**config.mk**
```make
export PLATFORM = sky130hd
export DESIGN_NAME = servo_pulse_decoder
export DESIGN_NICKNAME = d
export VERILOG_FILES = /design/src/rtl/servo_pkg.sv /design/src/rtl/sync_edge.sv /design/src/rtl/servo_pulse_decoder.sv
export SDC_FILE = /design/constraint.sdc
export NUM_CORES = 1
export LEC_CHECK = 0
export ABC_CLOCK_PERIOD_IN_PS = 4000
export CAP_MARGIN = 15
export CORE_ASPECT_RATIO = 1.4
export CORE_MARGIN = 5
export CORE_UTILIZATION = 54
export CTS_BUF_LIST = sky130_fd_sc_hd__clkbuf_8
export CTS_CLUSTER_DIAMETER = 60
export DETAILED_ROUTE_END_ITERATION = 6
export PLACE_DENSITY = 0.76
export SLEW_MARGIN = 25
export SYNTH_ARGS = -nofsm -noshare
export SYNTH_HDL_FRONTEND = slang
export SYNTH_SLANG_ARGS = --single-unit
```
**constraint.sdc**
```tcl
create_clock -name clk -period 4 [get_ports clk]
set_input_delay 0.4 -clock clk [delete_from_list [all_inputs] [get_ports clk]]
set_output_delay 0.4 -clock clk [all_outputs]
set_load 0.03 [all_outputs]
```
**src/rtl/servo_pkg.sv**
```systemverilog
// Constants and types shared by the hobby-servo PWM generator and decoder.
package servo_pkg;

  localparam int unsigned CNT_W          = 16;
  localparam int unsigned FRAME_US       = 20000;
  localparam int unsigned NEUTRAL_US     = 1500;
  localparam int unsigned MIN_US_DEF     = 500;
  localparam int unsigned MAX_US_DEF     = 2500;
  localparam int unsigned TIMEOUT_US_DEF = 25000;
  localparam int unsigned CLK_F_DEF      = 25;

  typedef enum logic [1:0] {
    S_ARM,
    S_IDLE,
    S_HIGH
  } state_e;

  // Increment that sticks at all-ones instead of wrapping.
  function automatic logic [CNT_W-1:0] sat_inc(input logic [CNT_W-1:0] v);
    return (v == {CNT_W{1'b1}}) ? v : v + CNT_W'(1);
  endfunction

endpackage

```
**src/rtl/sync_edge.sv**
```systemverilog
// Two-flop synchroniser for an asynchronous input, plus registered rise/fall strobes.
module sync_edge #(
  parameter logic RST_VAL = 1'b0
) (
  input  logic clk,
  input  logic reset,
  input  logic i_async,
  output logic o_sync,
  output logic o_rise,
  output logic o_fall
);

  logic r_meta;
  logic r_sync;
  logic r_dly;
  logic r_rise;
  logic r_fall;

  always_ff @(posedge clk or posedge reset) begin
    if (reset) begin
      r_meta <= RST_VAL;
      r_sync <= RST_VAL;
      r_dly  <= RST_VAL;
      r_rise <= 1'b0;
      r_fall <= 1'b0;
    end else begin
      r_meta <= i_async;
      r_sync <= r_meta;
      r_dly  <= r_sync;
      r_rise <= r_sync & ~r_dly;
      r_fall <= ~r_sync & r_dly;
    end
  end

  assign o_sync = r_sync;
  assign o_rise = r_rise;
  assign o_fall = r_fall;

endmodule

```
**src/rtl/servo_pulse_decoder.sv**
```systemverilog
// Measures servo/RC pulse high time and frame period in microseconds,
// flags out-of-range pulses and loss of signal with a neutral failsafe.
module servo_pulse_decoder
  import servo_pkg::*;
#(
  parameter int unsigned CLK_F      = servo_pkg::CLK_F_DEF,
  parameter int unsigned MIN_US     = servo_pkg::MIN_US_DEF,
  parameter int unsigned MAX_US     = servo_pkg::MAX_US_DEF,
  parameter int unsigned NEUTRAL_US = servo_pkg::NEUTRAL_US,
  parameter int unsigned TIMEOUT_US = servo_pkg::TIMEOUT_US_DEF
) (
  input  logic             clk,
  input  logic             reset,
  input  logic             pwm_in,
  output logic [CNT_W-1:0] pulse_len,
  output logic             pulse_valid,
  output logic [CNT_W-1:0] period,
  output logic             range_err,
  output logic             signal_lost
);

  localparam int unsigned PRESC_W = (CLK_F > 1) ? $clog2(CLK_F) : 1;

  logic               w_sync;
  logic               w_rise;
  logic               w_fall;
  logic               w_tick;
  logic               w_timeout;
  logic               w_in_range;
  logic               w_abort;
  logic [CNT_W-1:0]   w_hi_eff;
  logic [CNT_W-1:0]   w_per_eff;

  logic [PRESC_W-1:0] r_presc;
  logic [CNT_W-1:0]   r_hi_cnt;
  logic [CNT_W-1:0]   r_per_cnt;
  logic [CNT_W-1:0]   r_pulse_len;
  logic [CNT_W-1:0]   r_period;
  logic               r_pulse_valid;
  logic               r_range_err;
  logic               r_signal_lost;
  logic               r_have_rise;
  state_e             r_state;

  // Synchroniser resets to "high" so a pulse in progress at reset release
  // cannot produce a spurious rise; the FSM waits in S_ARM for a real low.
  sync_edge #(
    .RST_VAL (1'b1)
  ) u_sync_edge (
    .clk     (clk),
    .reset   (reset),
    .i_async (pwm_in),
    .o_sync  (w_sync),
    .o_rise  (w_rise),
    .o_fall  (w_fall)
  );

  // Microsecond prescaler, re-phased on every rise.
  always_ff @(posedge clk or posedge reset) begin
    if (reset) begin
      r_presc <= '0;
    end else if (w_rise || w_tick) begin
      r_presc <= '0;
    end else begin
      r_presc <= r_presc + PRESC_W'(1);
    end
  end

  assign w_tick = (r_presc == PRESC_W'(CLK_F - 1));

  // Counter values including this cycle's tick, so N*CLK_F cycles reads as N.
  assign w_hi_eff   = w_tick ? sat_inc(r_hi_cnt)  : r_hi_cnt;
  assign w_per_eff  = w_tick ? sat_inc(r_per_cnt) : r_per_cnt;

  assign w_timeout  = w_tick && (r_per_cnt == CNT_W'(TIMEOUT_US - 1));
  assign w_in_range = (w_hi_eff >= CNT_W'(MIN_US)) && (w_hi_eff <= CNT_W'(MAX_US));
  assign w_abort    = (w_hi_eff == CNT_W'(MAX_US + 1));

  always_ff @(posedge clk or posedge reset) begin
    if (reset) begin
      r_state       <= S_ARM;
      r_pulse_len   <= CNT_W'(NEUTRAL_US);
      r_pulse_valid <= 1'b0;
      r_period      <= '0;
      r_range_err   <= 1'b0;
      r_signal_lost <= 1'b1;
      r_have_rise   <= 1'b0;
      r_hi_cnt      <= '0;
      r_per_cnt     <= '0;
    end else begin
      r_pulse_valid <= 1'b0;
      r_range_err   <= 1'b0;
      r_per_cnt     <= w_per_eff;

      if (r_state == S_HIGH) begin
        r_hi_cnt <= w_hi_eff;
      end

      if (w_rise) begin
        r_hi_cnt  <= '0;
        r_per_cnt <= '0;
      end

      // Timeout first; a valid pulse ending in the same cycle overrides it below.
      if (w_timeout) begin
        r_signal_lost <= 1'b1;
        r_pulse_len   <= CNT_W'(NEUTRAL_US);
        r_have_rise   <= 1'b0;
      end

      case (r_state)
        S_ARM: begin
          if (!w_sync) begin
            r_state <= S_IDLE;
          end
        end

        S_IDLE: begin
          if (w_rise) begin
            r_state     <= S_HIGH;
            r_have_rise <= 1'b1;
            if (r_have_rise) begin
              r_period <= w_per_eff;
            end
          end
        end

        S_HIGH: begin
          if (w_fall) begin
            r_state <= S_IDLE;
            if (w_in_range) begin
              r_pulse_len   <= w_hi_eff;
              r_pulse_valid <= 1'b1;
              r_signal_lost <= 1'b0;
            end else begin
              r_range_err <= 1'b1;
            end
          end else if (w_abort) begin
            r_range_err <= 1'b1;
            r_have_rise <= 1'b0;
            r_state     <= S_ARM;
          end
        end

        default: begin
          r_state <= S_ARM;
        end
      endcase
    end
  end

  assign pulse_len   = r_pulse_len;
  assign pulse_valid = r_pulse_valid;
  assign period      = r_period;
  assign range_err   = r_range_err;
  assign signal_lost = r_signal_lost;

endmodule

```
==> impl_metrics.py <==
metrics = {
    "global_routing": {
        "grt_pass1_wl_um": 16700,
        "grtUsageMet1_pct": 24.0,
        "grt_pass1_vias": 3569,
        "grt_overflow": 0,
        "grt.total_usage_pct": 21.2,
        "grtUsageMet2_pct": 37.4,
        "grt_max_degree": 81,
        "grt_use_met3_pct": 5.01,
        "grt_busiest_layer": "met2",
        "antenna_found_initial": 0,
    },
    "hold_path": {
        "min_path_type": "reg2reg",
        "hold_depth": 0,
    },
    "critical_path": {
        "slowest_delay_ns": 0.65,
        "cp.arrival_ns": 3.91,
        "critical_path.max_fanout": 13,
        "crit_slowest_cell": "nor4_4",
        "critPathLaunchType": "register",
        "reg2reg_depth": 9,
        "cp_data_required_time_ns": 4.29,
        "r2r_slack_ns": 0.38,
        "path_cells": "nand3_4, nor4_4, nor2_2, xnor2_1, or3b_1, or3_4, a21oi_2, buf_4, mux2i_1",
        "path_class": "reg2reg",
        "cp-end-kind": "register",
    },
    "sta": {
        "tns_ns": 0,
        "max_freq_ghz": 0.276,
        "slew-limit-headroom_pct": 43.9,
        "drv_slew": 0,
        "skew_ns": 0.0164,
        "finalSetupViolCount": 0,
        "rsz0062_at_grt": "false",
        "final.min_clock_period_ns": 3.62,
        "whs_ns": 0.361,
        "tightest_slew_ns": 0.841,
        "final-hold-violation-count": 0,
        "fin_crit_sh_pct": 90.4,
        "worst_slack_ns": 0.383,
    },
    "logic_synthesis": {
        "yosys.cell_types.count": 70,
        "yosysWarnings": 0,
        "synth_edf_count": 0,
        "syn_nets": 465,
        "seq_area_frac_synth_pct": 46.2,
        "async_reset_ff_share_pct": 100,
        "synth_area_um2": 4370,
        "postSynthAreaPerCell_um2": 9.62,
        "synth-main-ff-cell": "dfrtp_1",
        "synthCells": 454,
        "synth_seq_cells": 80,
    },
    "layout": {
        "seqCellArea_um2": 2020,
        "finalNetCount": 494,
        "n_fill_cell": 670,
        "final-instance-count-excl-fill": 588,
        "syn2layout_area_growth_pct": 13.7,
        "multi_input_area_um2": 2170,
        "design_area_um2": 4970,
        "n_antenna_cell": 0,
        "drive_gt1_share_pct": 11.5,
    },
    "clocking": {
        "clock_sinks": 80,
        "htreeDepth": 3,
        "clk_pin_slew_ns": 0.09,
        "cts_root_buf": "clkbuf_8",
        "cts.path.max_buffers": 2,
        "cts_tree": "done",
        "clk_latency_ns": 0.36,
        "cts_buffers": 9,
        "cts_setup_buffers": 0,
        "cts_hold_buf": 0,
    },
    "die": {
        "initial_core_util_pct": 55.7,
        "boundaryPins": 38,
        "die_w_um": 86,
        "dieHeight_um": 116,
        "coreArea_um2": 7850,
        "rows": 38,
        "die-area_um2": 10000,
    },
    "routing": {
        "via_per_inst": 5.86,
        "first_iter_violations": 268,
        "vias": 3448,
        "wl_per_cell_um": 16.7,
        "post-route-drc-count": 0,
        "routed_wl_um": 9840,
        "antenna_left": 0,
        "dr.pass1.iters": 5,
    },
    "outcome": {
        "run_status": "complete, no violations",
    },
    "run": {
        "cap_violations": 0,
    },
    "power": {
        "powerDensity_nw_per_um2": 330,
        "p_leak_nw": 2.08,
        "ir_drop_uv": 236,
    },
    "placement": {
        "gp_congestion": 0.961,
        "place.port_buffers": 37,
        "place_inst": 572,
        "dp_hpwl_um": 6880,
        "placed_cell_area_um2": 4770,
        "dp_slack_ns": 0.289,
    },
}
metrics by stage:
| step | utilization [%] | power (mW) |
|---|---|---|
| floorplan | - | 1.05 |
| global placement | 60.8 | 1.08 |
| detailed placement | 60.8 | 1.10 |
| CTS | 63.2 | 1.66 |
| global route | 63.3 | 1.72 |
| finish | 63.3 | 1.64 |
logic make-up (layout without fill, tap and decap cells):
kind of cell	Yosys count	count (layout)	share of synthesized area (%)
AO/OA/AOI/OAI	66	66	9.83
adder cells (fa/ha/maj)	8	8	2.29
multiplexers	19	19	4.50
AND/OR/NAND/NOR	210	210	26.1
buffers and inverters	37	71	4.27
flip-flops	80	80	46.2
XOR/XNOR	34	34	6.82
metal layers:
layer	wire, um	part of all wire, %
met1	4000	41
met2	5110	52
met3	387	3.9
met4	335	3.4
met5	0	0
registers in the layout, summed over array words and instances (netlist names), 2 cells and up:
signal	count
period	16
pulse_len	16
r_hi_cnt	16
r_per_cnt	16
r_presc	5
r_state	2
worst max-delay path, delay by kind of cell (launching register included):
family / cells / cell delay [ns]
XOR/XNOR: 1 / 0.33
AO/OA/AOI/OAI: 1 / 0.32
multiplexers: 1 / 0.22
flip-flops: 1 / 0.62
AND/OR/NAND/NOR: 5 / 1.77
buffers and inverters: 1 / 0.29
layout by cell type, fill, tap and decap left out, types with 11 or more instances in the layout:
| cell type | count |
|---|---|
| clkbuf_8 | 11 |
| clkdlybuf4s50_1 | 37 |
| dfrtp_1 | 69 |
| dfstp_2 | 11 |
| inv_1 | 11 |
| mux2i_1 | 14 |
| nand2_1 | 44 |
| nand3_1 | 23 |
| nand4_1 | 11 |
| nor2_1 | 62 |
| nor3_1 | 12 |
| o21ai_0 | 26 |
| xnor2_1 | 12 |
| xor2_1 | 22 |
worst paths after layout:
path / startpoint / to
worst min register to register: u_sync_edge.r_meta$_DFF_PP1_ / u_sync_edge.o_sync$_DFF_PP1_
worst min-delay path: u_sync_edge.r_meta$_DFF_PP1_ / u_sync_edge.o_sync$_DFF_PP1_
worst max register to register: r_hi_cnt[4]$_DFFE_PP0P_ / pulse_len[6]$_DFF_PP1_
min in group asynchronous: reset / period[8]$_DFFE_PP0P_
worst max-delay path: r_hi_cnt[4]$_DFFE_PP0P_ / pulse_len[6]$_DFF_PP1_
max in group asynchronous: reset / r_presc[0]$_DFF_PP0_
final cells by class:
| type | instances | share of cell area [%] |
|---|---|---|
| clock inverters | 5 | 0.680 |
| well taps | 100 | 2.52 |
| flip-flops and latches | 80 | 40.6 |
| repair buffers | 44 | 8.59 |
| multi-input cells | 337 | 43.7 |
| inverters | 11 | 0.831 |
| clock buffers | 11 | 3.05 |
where the power goes:
group	total (mW)	switching (mW)	internal [mW]
sequential	0.878	0.0340	0.844
clock	0.557	0.299	0.258
combinational	0.202	0.121	0.0809
Yosys cell counts (all sizes together) (9+ instances only):
cell / count / area, um^2
xnor2: 12 / 105
o21ai: 26 / 130
inv: 11 / 41.3
dfrtp: 69 / 1730
a21oi: 9 / 48.8
nand4: 13 / 103
nor2: 63 / 239
nor3: 12 / 60.1
dfstp: 11 / 289
nand2: 44 / 165
nand3: 25 / 143
nor4: 10 / 105
buf: 12 / 91.3
mux2i: 14 / 140
clkbuf: 14 / 53.8
xor2: 22 / 193
repair_timing:
action | in CTS | in global routing
endpoints found under the setup margin | 0 | 15
hold endpoints to repair | 0 | 0
resized for setup | 0 | 2
No activity file was read; power rests on OpenSTA's default activity.
